--- src/rtl/md5_pkg.sv ---
// rtl/md5_pkg.sv - shared MD5 block constants and loader state encoding
package md5_pkg;

  localparam logic [4:0] MD5_BLOCK_WORDS   = 5'd16;
  localparam logic [5:0] MD5_MAX_MSG_BYTES = 6'd55;
  localparam logic [7:0] MD5_PAD_BYTE      = 8'h80;
  localparam logic [3:0] MD5_LEN_WORD_LO   = 4'd14;

  typedef enum logic [2:0] {
    ST_IDLE,
    ST_ACCEPT,
    ST_GAP,
    ST_PAD,
    ST_FIN,
    ST_ERR
  } loader_state_t;

endpackage

--- src/rtl/md5_block_loader_if.sv ---
// rtl/md5_block_loader_if.sv - byte stream in, RAM write port out
interface md5_block_loader_if #(
  parameter int DATA_WIDTH = 32,
  parameter int ADDR_WIDTH = 4
);

  logic [7:0]            in_byte;
  logic                  in_valid;
  logic                  in_last;
  logic                  in_ready;
  logic [DATA_WIDTH-1:0] ram_data;
  logic [ADDR_WIDTH-1:0] ram_addr;
  logic                  ram_we;

  modport master (
    output in_byte, in_valid, in_last,
    input  in_ready, ram_data, ram_addr, ram_we
  );

  modport slave (
    input  in_byte, in_valid, in_last,
    output in_ready, ram_data, ram_addr, ram_we
  );

endinterface

--- src/rtl/md5_byte_packer.sv ---
// rtl/md5_byte_packer.sv - little-endian byte-to-word packer
module md5_byte_packer (
  input  logic        i_clk,
  input  logic        i_rst_n,
  input  logic        i_clear,
  input  logic        i_accept,
  input  logic [7:0]  i_byte,
  output logic [31:0] o_word_next,
  output logic [31:0] o_word,
  output logic [1:0]  o_lane,
  output logic        o_word_full
);

  logic [31:0] r_word;
  logic [1:0]  r_lane;
  logic [31:0] w_word_next;

  always_comb begin
    w_word_next = r_word;
    w_word_next[{r_lane, 3'b000} +: 8] = i_byte;
  end

  // A full word is handed off and cleared so a trailing partial word has zeros above its bytes.
  always_ff @(posedge i_clk or negedge i_rst_n) begin
    if (!i_rst_n) begin
      r_word <= '0;
      r_lane <= '0;
    end else if (i_clear) begin
      r_word <= '0;
      r_lane <= '0;
    end else if (i_accept) begin
      r_lane <= r_lane + 2'd1;
      r_word <= (r_lane == 2'd3) ? 32'd0 : w_word_next;
    end
  end

  assign o_word_next = w_word_next;
  assign o_word      = r_word;
  assign o_lane      = r_lane;
  assign o_word_full = i_accept & (r_lane == 2'd3);

endmodule

--- src/rtl/md5_block_loader.sv ---
// rtl/md5_block_loader.sv - packs a byte message, pads it and writes one MD5 block to RAM
module md5_block_loader
  import md5_pkg::*;
#(
  parameter int DATA_WIDTH = 32,
  parameter int ADDR_WIDTH = 4,
  parameter int BASE_ADDR  = 0
) (
  input  logic               i_clk,
  input  logic               i_rst_n,
  input  logic               i_start,
  md5_block_loader_if.slave  bus,
  output logic               o_busy,
  output logic               o_done,
  output logic               o_err
);

  localparam logic [ADDR_WIDTH-1:0] LP_BASE = ADDR_WIDTH'(BASE_ADDR);

  loader_state_t         r_state;
  logic                  r_in_ready;
  logic                  r_ram_we;
  logic [ADDR_WIDTH-1:0] r_ram_addr;
  logic [DATA_WIDTH-1:0] r_ram_data;
  logic                  r_busy;
  logic                  r_done;
  logic                  r_err;
  logic [5:0]            r_count;
  logic [4:0]            r_widx;

  logic        w_accept;
  logic        w_start_ok;
  logic [31:0] w_word_next;
  logic [31:0] w_word;
  logic [1:0]  w_lane;
  logic        w_word_full;
  logic [31:0] w_pad_word;
  logic [31:0] w_len_word;

  assign w_accept   = bus.in_valid & r_in_ready;
  assign w_start_ok = i_start & ((r_state == ST_IDLE) | (r_state == ST_ERR));
  assign w_pad_word = w_word | ({24'd0, MD5_PAD_BYTE} << {w_lane, 3'b000});
  assign w_len_word = {23'd0, r_count, 3'd0};

  md5_byte_packer u_packer (
    .i_clk       (i_clk),
    .i_rst_n     (i_rst_n),
    .i_clear     (w_start_ok),
    .i_accept    (w_accept),
    .i_byte      (bus.in_byte),
    .o_word_next (w_word_next),
    .o_word      (w_word),
    .o_lane      (w_lane),
    .o_word_full (w_word_full)
  );

  always_ff @(posedge i_clk or negedge i_rst_n) begin
    if (!i_rst_n) begin
      r_state    <= ST_IDLE;
      r_in_ready <= 1'b0;
      r_ram_we   <= 1'b0;
      r_ram_addr <= '0;
      r_ram_data <= '0;
      r_busy     <= 1'b0;
      r_done     <= 1'b0;
      r_err      <= 1'b0;
      r_count    <= '0;
      r_widx     <= '0;
    end else begin
      r_ram_we   <= 1'b0;
      r_ram_addr <= LP_BASE;
      r_ram_data <= '0;
      r_done     <= 1'b0;
      case (r_state)
        ST_IDLE, ST_ERR: begin
          if (w_start_ok) begin
            r_state    <= ST_ACCEPT;
            r_in_ready <= 1'b1;
            r_busy     <= 1'b1;
            r_err      <= 1'b0;
            r_count    <= '0;
          end
        end
        ST_ACCEPT: begin
          if (w_accept) begin
            r_count <= r_count + 6'd1;
            if (w_word_full) begin
              r_ram_we   <= 1'b1;
              r_ram_addr <= LP_BASE + ADDR_WIDTH'(r_count[5:2]);
              r_ram_data <= w_word_next;
            end
            if (bus.in_last) begin
              r_state    <= ST_GAP;
              r_in_ready <= 1'b0;
            end else if (r_count == MD5_MAX_MSG_BYTES - 6'd1) begin
              r_state    <= ST_ERR;
              r_in_ready <= 1'b0;
              r_busy     <= 1'b0;
              r_err      <= 1'b1;
            end
          end
        end
        // r_count now holds N; the first pad word merges any leftover message bytes.
        ST_GAP: begin
          r_ram_we   <= 1'b1;
          r_ram_addr <= LP_BASE + ADDR_WIDTH'(r_count[5:2]);
          r_ram_data <= w_pad_word;
          r_widx     <= {1'b0, r_count[5:2]} + 5'd1;
          r_state    <= ST_PAD;
        end
        ST_PAD: begin
          if (r_widx == MD5_BLOCK_WORDS) begin
            r_state <= ST_FIN;
            r_done  <= 1'b1;
            r_busy  <= 1'b0;
          end else begin
            r_ram_we   <= 1'b1;
            r_ram_addr <= LP_BASE + ADDR_WIDTH'(r_widx[3:0]);
            r_ram_data <= (r_widx[3:0] == MD5_LEN_WORD_LO) ? w_len_word : 32'd0;
            r_widx     <= r_widx + 5'd1;
          end
        end
        ST_FIN:  r_state <= ST_IDLE;
        default: r_state <= ST_IDLE;
      endcase
    end
  end

  assign bus.in_ready = r_in_ready;
  assign bus.ram_we   = r_ram_we;
  assign bus.ram_addr = r_ram_addr;
  assign bus.ram_data = r_ram_data;
  assign o_busy       = r_busy;
  assign o_done       = r_done;
  assign o_err        = r_err;

endmodule
--- src/flat_wrapper.sv ---
// flat-port wrapper written by rule: the top's interface ports become plain ports
module md5_block_loader_flat import md5_pkg::*;
#(
  parameter int DATA_WIDTH = 32,
  parameter int ADDR_WIDTH = 4,
  parameter int BASE_ADDR  = 0
)
  (i_clk, i_rst_n, i_start, o_busy, o_done, o_err, bus_in_byte, bus_in_valid, bus_in_last, bus_in_ready, bus_ram_data, bus_ram_addr, bus_ram_we);
  md5_block_loader_if #(.DATA_WIDTH(DATA_WIDTH), .ADDR_WIDTH(ADDR_WIDTH)) bus_i ();
  input  logic i_clk;
  input  logic i_rst_n;
  input  logic i_start;
  output logic o_busy;
  output logic o_done;
  output logic o_err;
  input wire logic [$bits(bus_i.in_byte)-1:0] bus_in_byte;
  input wire logic [$bits(bus_i.in_valid)-1:0] bus_in_valid;
  input wire logic [$bits(bus_i.in_last)-1:0] bus_in_last;
  output wire logic [$bits(bus_i.in_ready)-1:0] bus_in_ready;
  output wire logic [$bits(bus_i.ram_data)-1:0] bus_ram_data;
  output wire logic [$bits(bus_i.ram_addr)-1:0] bus_ram_addr;
  output wire logic [$bits(bus_i.ram_we)-1:0] bus_ram_we;
  assign bus_i.in_byte = bus_in_byte;
  assign bus_i.in_valid = bus_in_valid;
  assign bus_i.in_last = bus_in_last;
  assign bus_in_ready = bus_i.in_ready;
  assign bus_ram_data = bus_i.ram_data;
  assign bus_ram_addr = bus_i.ram_addr;
  assign bus_ram_we = bus_i.ram_we;
  md5_block_loader #(.DATA_WIDTH(DATA_WIDTH), .ADDR_WIDTH(ADDR_WIDTH), .BASE_ADDR(BASE_ADDR)) u_core (.i_clk(i_clk), .i_rst_n(i_rst_n), .i_start(i_start), .bus(bus_i), .o_busy(o_busy), .o_done(o_done), .o_err(o_err));
endmodule
--- config.mk ---
export PLATFORM = sky130hd
export DESIGN_NAME = md5_block_loader_flat
export DESIGN_NICKNAME = d
export VERILOG_FILES = /design/src/rtl/md5_pkg.sv /design/src/rtl/md5_block_loader_if.sv /design/src/rtl/md5_byte_packer.sv /design/src/rtl/md5_block_loader.sv /design/src/flat_wrapper.sv
export SDC_FILE = /design/constraint.sdc
export NUM_CORES = 1
export LEC_CHECK = 0
export CORE_ASPECT_RATIO = 0.8
export CORE_UTILIZATION = 50
export DETAILED_ROUTE_END_ITERATION = 7
export PLACE_DENSITY_LB_ADDON = 0.25
export SLEW_MARGIN = 10
export SYNTH_ARGS = -nofsm -noshare
export SYNTH_HDL_FRONTEND = slang
export SYNTH_HIERARCHICAL = 1
export SYNTH_SLANG_ARGS = --single-unit
--- constraint.sdc ---
create_clock -name i_clk -period 2.2 [get_ports i_clk]
set_input_delay 0.22 -clock i_clk [delete_from_list [all_inputs] [get_ports i_clk]]
set_output_delay 0.22 -clock i_clk [all_outputs]
set_load 0.1 [all_outputs]
==> impl_results.md, run 1 <==
* Max clock buf depth at 2
* Crit path max fanout at 10
* Residual DRC at 0
* Post-synthesis register bit count at 89
* Wirelength per Cell at 17.1 um
* Post-route minimum period at 2.04 ns
* Layout Skew at 0.00630 ns
* Max-cap check violation count at 0
* Hold_ws at 0.316 ns
* # IOs at 54
* Reg clk slew, reported paths at 0.09 ns
* First-pass GRT wire length at 16400 um
* CP top delay family: simple AND/OR/NAND/NOR gates
* Hold Fails Final Rpt at 0
* Routed Antenna Nets at 0
* Util after Layout at 0.611
* Post-synth net total at 422
* Most common cell after layout, fill and taps aside: dfrtp_1
* Syn Inst Count at 400
* CP Launch Type: flip-flop
* Detailed Routing Iterations Pass 1 at 5
* EDFF count, synth at 0
* Vias in the first global route at 3097
* TritonCTS clock tree: yes
* Filler Cell Count at 699
* Reg2Reg Setup Slack at 0.16 ns
* Worst-Skew Late Latency at 0.35 ns
* GRT Overall Usage at 0.231
* Post-Route WL at 9910 um
* Nets at 483
* Pre-CTS WS at 0.135 ns
* Detail Placement HPWL at 6820 um
* Port bufs at 53
* Worst vdd ir at 0.000936 V
* Outcome: finished, final reports clean
* Grt ovf at 0
* # diodes at 0
* # rows at 30
* CORE AREA at 8520 um^2
* WP data arrival at 2.34 ns
* Fmax at 0.489 GHz
* Hold/Removal Path Class: input port to async pin
* Commonest non-fill, non-tap cells in the layout: dfrtp_1, a22o_1, buf_4
* Sequential share of the synthesized area at 0.507
* Crit. End Element: flip-flop
* Worst r2r path cells at 5
* Fin cells at 578
* DIE AREA at 9170 um^2
* Vias at 3398
* Setup violations, final at 0
* Layout overhead on the synthesized area at 18.5%
* Slew Viols, Final at 0
* Clock Tree Root: clkbuf_8
* Synth cell types at 56
* Netlist Area Pre-Place at 4400 um^2
* Vias/cell at 5.88
* Buf+Inv Stages, Crit Path at 1
* RSZ-0062 raised after global routing: no
* Final setup margin at 0.157 ns
* Pwr per Cell Area at 1220 nW/um^2
* Slew @ Worst Pin at 0.680 ns
* Async SR Flop Fraction at 1.00
* Required @ worst endpoint at 2.50 ns
* Slowest cell on the critical path: or3b_4
* Cells after DPL at 561
* Slew headroom at 0.545
* CTS H-tree depth at 3
* Lkg Pwr at 2.51 nW
* CP max stage delay at 0.45 ns
* Crit share post-route at 0.929
* Initial core utilization at 0.516
* Kind of critical path: flip-flop to flip-flop
* DRT iter0 DRCs at 250
* Die Wd at 107 um
* Syn Area/Cell at 11.0 um^2
* CTS sink count at 89
* Num CTS Buffers at 9
* Die height at 85.9 um
* Stages on worst setup path at 5
* Placer Congestion at 0.858
* Synth warn at 6
* Initial antenna violation count at 0
* Largest net degree at the start of global routing at 62
* Most used DFF post-synth: dfrtp_1
* Setup TNS at 0 ns
* CP cell instances: buf_4 -> ha_1 -> or3b_4 -> nor4_4 -> a22o_1
* Layout cells sized above 1 at 0.219
## worst paths after layout
| kind | from | to |
|---|---|---|
| max | u_core/u_packer/o_lane[0]$_DFFE_PN0P_ | u_core/u_packer/o_word[26]$_DFFE_PN0P_ |
| min | i_rst_n | u_core/bus.ram_addr[0]$_DFF_PN0_ |
| max reg2reg | u_core/u_packer/o_lane[0]$_DFFE_PN0P_ | u_core/u_packer/o_word[26]$_DFFE_PN0P_ |
| min reg2reg | u_core/o_err$_DFFE_PN0P_ | u_core/o_err$_DFFE_PN0P_ |
| max in group asynchronous | i_rst_n | u_core/bus.ram_data[10]$_DFF_PN0_ |
| min in group i_clk | u_core/o_err$_DFFE_PN0P_ | u_core/o_err$_DFFE_PN0P_ |
## synth_stat cells (2+ instances only)
| cell type | n | area [um^2] |
|---|---|---|
| o22ai_1 | 3 | 18.8 |
| clkbuf_1 | 10 | 37.5 |
| a21oi_1 | 10 | 50.1 |
| nor2_1 | 20 | 75.1 |
| nand2b_1 | 4 | 25.0 |
| nand2_1 | 31 | 116 |
| nand4_1 | 2 | 12.5 |
| nor3b_1 | 2 | 15.0 |
| and3b_1 | 2 | 17.5 |
| buf_6 | 2 | 22.5 |
| dfrtp_1 | 89 | 2230 |
| clkbuf_4 | 8 | 60.1 |
| inv_1 | 26 | 97.6 |
| nand4b_1 | 3 | 26.3 |
| ha_1 | 9 | 113 |
| o21a_1 | 5 | 37.5 |
| buf_2 | 8 | 40.0 |
| nand3b_1 | 2 | 15.0 |
| a222oi_1 | 5 | 50.1 |
| a22o_1 | 81 | 709 |
| a21o_1 | 2 | 15.0 |
| nor3_4 | 2 | 32.5 |
| xnor2_1 | 6 | 52.6 |
| mux2i_1 | 2 | 20.0 |
| nor3_1 | 5 | 25.0 |
| buf_4 | 2 | 15.0 |
| o311ai_0 | 2 | 17.5 |
| nand3_1 | 6 | 30.0 |
| o21ai_0 | 22 | 110 |
| or2_1 | 2 | 12.5 |
| nor3_2 | 2 | 20.0 |
## repair_timing
item                                    CTS  global route
gates resized for setup                   0             1
setup buffers                             0             0
endpoints found under the setup margin    0             1
hold buffers                              1             0
hold endpoints to repair                 28             0
## metrics by stage
stage               instance area [um^2]  power (mW)
finish                              5210        6.35
global route                        5210        6.75
CTS                                 5200        6.35
detailed placement                  5010        5.29
global placement                    5010        5.22
floorplan                           4400        4.52
## flip-flops by register name, summed over array words and instances, names as in the netlist
| register | cells |
|---|---|
| u_core/r_widx | 5 |
| u_core/bus.ram_data | 32 |
| u_core/o_err | 1 |
| u_core/bus.ram_we | 1 |
| u_core/u_packer/o_lane | 2 |
| u_core/r_count | 6 |
| u_core/o_busy | 1 |
| u_core/r_state | 3 |
| u_core/bus.in_ready | 1 |
| u_core/u_packer/o_word | 32 |
| u_core/o_done | 1 |
| u_core/bus.ram_addr | 4 |
## layer usage
metal  routed length, um  global-route usage  share of wire
met2                4160               0.327           0.42
met4                  82              0.0436         0.0083
met1                4960               0.358           0.50
met5                   0                   0              0
met3                 707              0.0623          0.071
## power by group
group / switching [mW] / internal (mW) / leakage (nW)
clock: 0.621 / 0.432 / 0.0934
sequential: 0.328 / 1.97 / 1.20
combinational: 1.94 / 1.05 / 1.22
## logic make-up (layout without fill, tap and decap cells)
group | count (synthesis) | after routing | synth area share
AOI/OAI and AO/OA | 139 | 139 | 0.247
xor gates and xnor gates | 7 | 7 | 0.0139
adders and majority gates | 9 | 9 | 0.0256
buffers and inverters | 56 | 122 | 0.0621
DFF | 89 | 89 | 0.507
muxes | 3 | 3 | 0.00797
and+or+nand+nor | 97 | 97 | 0.136
## cell type report
type / instances / area (um^2) / area share
Sequential cell: 89 / 2230 / 0.428
Clock inverter: 7 / 63.8 / 0.0123
Clock buffer: 9 / 124 / 0.0238
Multi-Input combinational cell: 255 / 1900 / 0.364
Timing Repair Buffer: 80 / 656 / 0.126
Inverter: 26 / 97.6 / 0.0187
Tap cell: 112 / 140 / 0.0269
No activity file was read; power rests on OpenSTA's default activity.
==> inputs of run 2 (changes only) <==
CTS_CLUSTER_SIZE = 20   (was unset)
==> results of run 2 <==
The final DEF is identical to that of run 1; final timing and power are the same.
==> inputs of run 3 (changes only) <==
DONT_BUFFER_PORTS = 1   (was unset)
==> run 3 against run 2 <==
Net effect:
- the flow now finishes with violations (negative hold slack)
- clock skew grew 0.0038 ns
- sequential power increased by 5%
- cell area down 4.6%
- combinational power fell by 8.3%
- clock-buffer cell count did not move
- first-iteration DRC count increased by 3.6%
- register-to-register slack lost 0.09 ns
- highest routed layer unchanged
- cell count shrank 5.0%
- via count shrank 1.2%
- largest power group unchanged
- die area stayed put
- sequential cell count unchanged
- fmax shrank 4.4%
==> impl_results.md, run 3 (same netlist as run 1, synthesis figures left out) <==
* GRT met3 Usage at 0.0540 (-0.00836)
* Filler Cell Count at 718 (+2.7%)
* CORE AREA at 8520 um^2 (unchanged)
* CTS H-tree depth at 3 (unchanged)
* Fmax at 0.468 GHz (-4.4%)
* Crit path max fanout at 10 (unchanged)
* # rows at 30 (unchanged)
* Residual DRC at 0 (unchanged)
* Largest net degree at the start of global routing at 90 (+45%)
* Violated checks: negative hold slack
* Initial antenna violation count at 0 (unchanged)
* RSZ-0062 raised after global routing: no
* Port bufs at 0 (-100%)
* Slew Viols, Final at 0 (unchanged)
* Clock Tree Root: clkbuf_8
* Hold Fails Final Rpt at 89 (+89)
* Slew headroom at 0.401 (-0.144)
* Busiest grt layer: met1
* Layout cells sized above 1 at 0.167 (-0.0518)
* CP top delay family: simple AND/OR/NAND/NOR gates
* Cell area after placement at 4660 um^2 (-6.9%)
* Cells after DPL at 521 (-7.1%)
* Hold/Removal Path Class: input port to async pin
* Wirelength per Cell at 19.2 um (+12%)
* Kind of critical path: flip-flop to flip-flop
* Die height at 85.9 um (unchanged)
* Most common cell after layout, fill and taps aside: dfrtp_1
* Routed Antenna Nets at 0 (unchanged)
* Initial core utilization at 0.516 (unchanged)
* DRT iter0 DRCs at 259 (+3.6%)
* Worst-Skew Late Latency at 0.36 ns (about the same)
* Final Cell Area at 4970 um^2 (-4.6%)
* WP data arrival at 2.43 ns (+0.09 ns)
* Pwr per Cell Area at 1250 nW/um^2 (+2.8%)
* Max clock buf depth at 2 (unchanged)
* Grt ovf at 0 (unchanged)
* Lkg Pwr at 2.36 nW (-6.2%)
* Post-route minimum period at 2.14 ns (+0.0949 ns)
* Util after Layout at 0.583 (-0.0283)
* Vias at 3356 (-1.2%)
* # diodes at 0 (unchanged)
* Post-Route WL at 10500 um (+6.2%)
* Crit share post-route at 0.972 (+0.0431)
* M2 GR Usage at 0.354 (+0.0270)
* Fin cells at 549 (-5.0%)
* Pwr Total at 6.23 mW (-2.0%)
* Max-cap check violation count at 0 (unchanged)
* Setup TNS at 0 ns (unchanged)
* GRT Overall Usage at 0.243 (+0.0111)
* Detail Placement HPWL at 6750 um (-1.1%)
* FF-to-FF End: u_core/u_packer/o_word[29]$_DFFE_PN0P_
* Worst vdd ir at 0.00101 V (+7.7%)
* CP cell instances: buf_4 -> ha_1 -> or3b_4 -> nor4_4 -> a22o_1
* Die Wd at 107 um (unchanged)
* Register area at 2230 um^2 (unchanged)
* Layout Skew at 0.0101 ns (+0.00378 ns)
* Detailed Routing Iterations Pass 1 at 6 (+1)
* Buf+Inv Stages, Crit Path at 1 (unchanged)
* CP Launch Type: flip-flop
* Vias/cell at 6.11 (+4.0%)
* CTS sink count at 89 (unchanged)
* Placer Congestion at 0.881 (+2.7%)
* Hold_ws at -0.457 ns (-0.773 ns)
* Outcome: finished, violations left
* Slowest cell on the critical path: nor4_4
* Reg clk slew, reported paths at 0.10 ns (about the same)
* Commonest non-fill, non-tap cells in the layout: dfrtp_1, a22o_1, buf_4
* # IOs at 54 (unchanged)
* Met1 usage at 0.369 (+0.0106)
* Crit. End Element: flip-flop
* First-pass GRT wire length at 16900 um (+3.4%)
* Worst r2r path cells at 5 (unchanged)
* Vias in the first global route at 3121 (+0.77%)
* Num CTS Buffers at 9 (unchanged)
* CP max stage delay at 0.48 ns (+0.03 ns)
* Reg2Reg Setup Slack at 0.06 ns (-0.09 ns)
* Slew @ Worst Pin at 0.900 ns (+0.220 ns)
* Area occupied by multi-input gates at 1900 um^2 (+0.33%)
* Nets at 454 (-6.0%)
* Setup violations, final at 0 (unchanged)
* DIE AREA at 9170 um^2 (unchanged)
* TritonCTS clock tree: yes
* FF-to-FF Start: u_core/u_packer/o_lane[0]$_DFFE_PN0P_
* Layout overhead on the synthesized area at 13.0%
* Required @ worst endpoint at 2.49 ns (about the same)
run 3: cell count changes in the layout (fill, tap and decap cells not counted):
cell / previous run / this run
nor3b_4: 1 / 2
buf_12: 2 / 0
clkinv_8: 1 / 0
buf_4: 66 / 39
inv_8: 0 / 1
dlygate4sd3_1: 1 / 12
nor3b_2: 1 / 0
clkdlybuf4s50_1: 11 / 0
run 3: layer usage:
| metal | wire length (um) | vias up |
|---|---|---|
| met3 | 836 | 9 |
| met2 | 4630 | 132 |
| li1 | - | 1528 |
| met4 | 94 | 0 |
| met1 | 4960 | 1687 |
| met5 | 0 | - |
run 3: worst max-delay path by stage:
stage | start | endpoint | cells past startpoint
3_3_place_gp | u_core/u_packer/o_lane[0]$_DFFE_PN0P_ | u_core/u_packer/o_word[26]$_DFFE_PN0P_ | 5
5_1_grt | u_core/u_packer/o_lane[0]$_DFFE_PN0P_ | u_core/u_packer/o_word[25]$_DFFE_PN0P_ | 5
4_1_cts | u_core/u_packer/o_lane[0]$_DFFE_PN0P_ | u_core/u_packer/o_word[29]$_DFFE_PN0P_ | 5
2_1_floorplan | u_core/bus.in_ready$_DFFE_PN0P_ | u_core/u_packer/o_word[24]$_DFFE_PN0P_ | 6
6_report | u_core/u_packer/o_lane[0]$_DFFE_PN0P_ | u_core/u_packer/o_word[29]$_DFFE_PN0P_ | 5
3_5_place_dp | u_core/u_packer/o_lane[0]$_DFFE_PN0P_ | u_core/u_packer/o_word[29]$_DFFE_PN0P_ | 5
run 3: area by class of cell:
class	instances	area share
flip-flops and latches	89	0.449
multi-input cells	255	0.383
repair buffers	51	0.0831
well taps	112	0.0282
clock buffers	9	0.0249
inverters	26	0.0197
clock inverters	7	0.0118
run 3: report_power, final:
group	internal [mW]	switching [mW]
sequential	1.97	0.451
combinational	0.973	1.77
clock	0.430	0.627
total	3.37	2.85
run 3: metrics by stage:
stage	setup WS, ns	hold slack, ns
final	0.0618	-0.457
after global routing	0.00830	-0.482
after CTS	0.0924	-0.472
after detailed placement	0.132	-0.0719
after global placement	0.153	-0.0716
after floorplan	0.165	-0.0756
run 3: repair_timing:
| item | CTS | global route |
|---|---|---|
| endpoints found under the hold margin | 116 | 90 |
| hold buffers | 11 | 1 |
| buffers inserted | 0 | 0 |
| resized for setup | 0 | 1 |
| endpoints found under the setup margin | 0 | 2 |
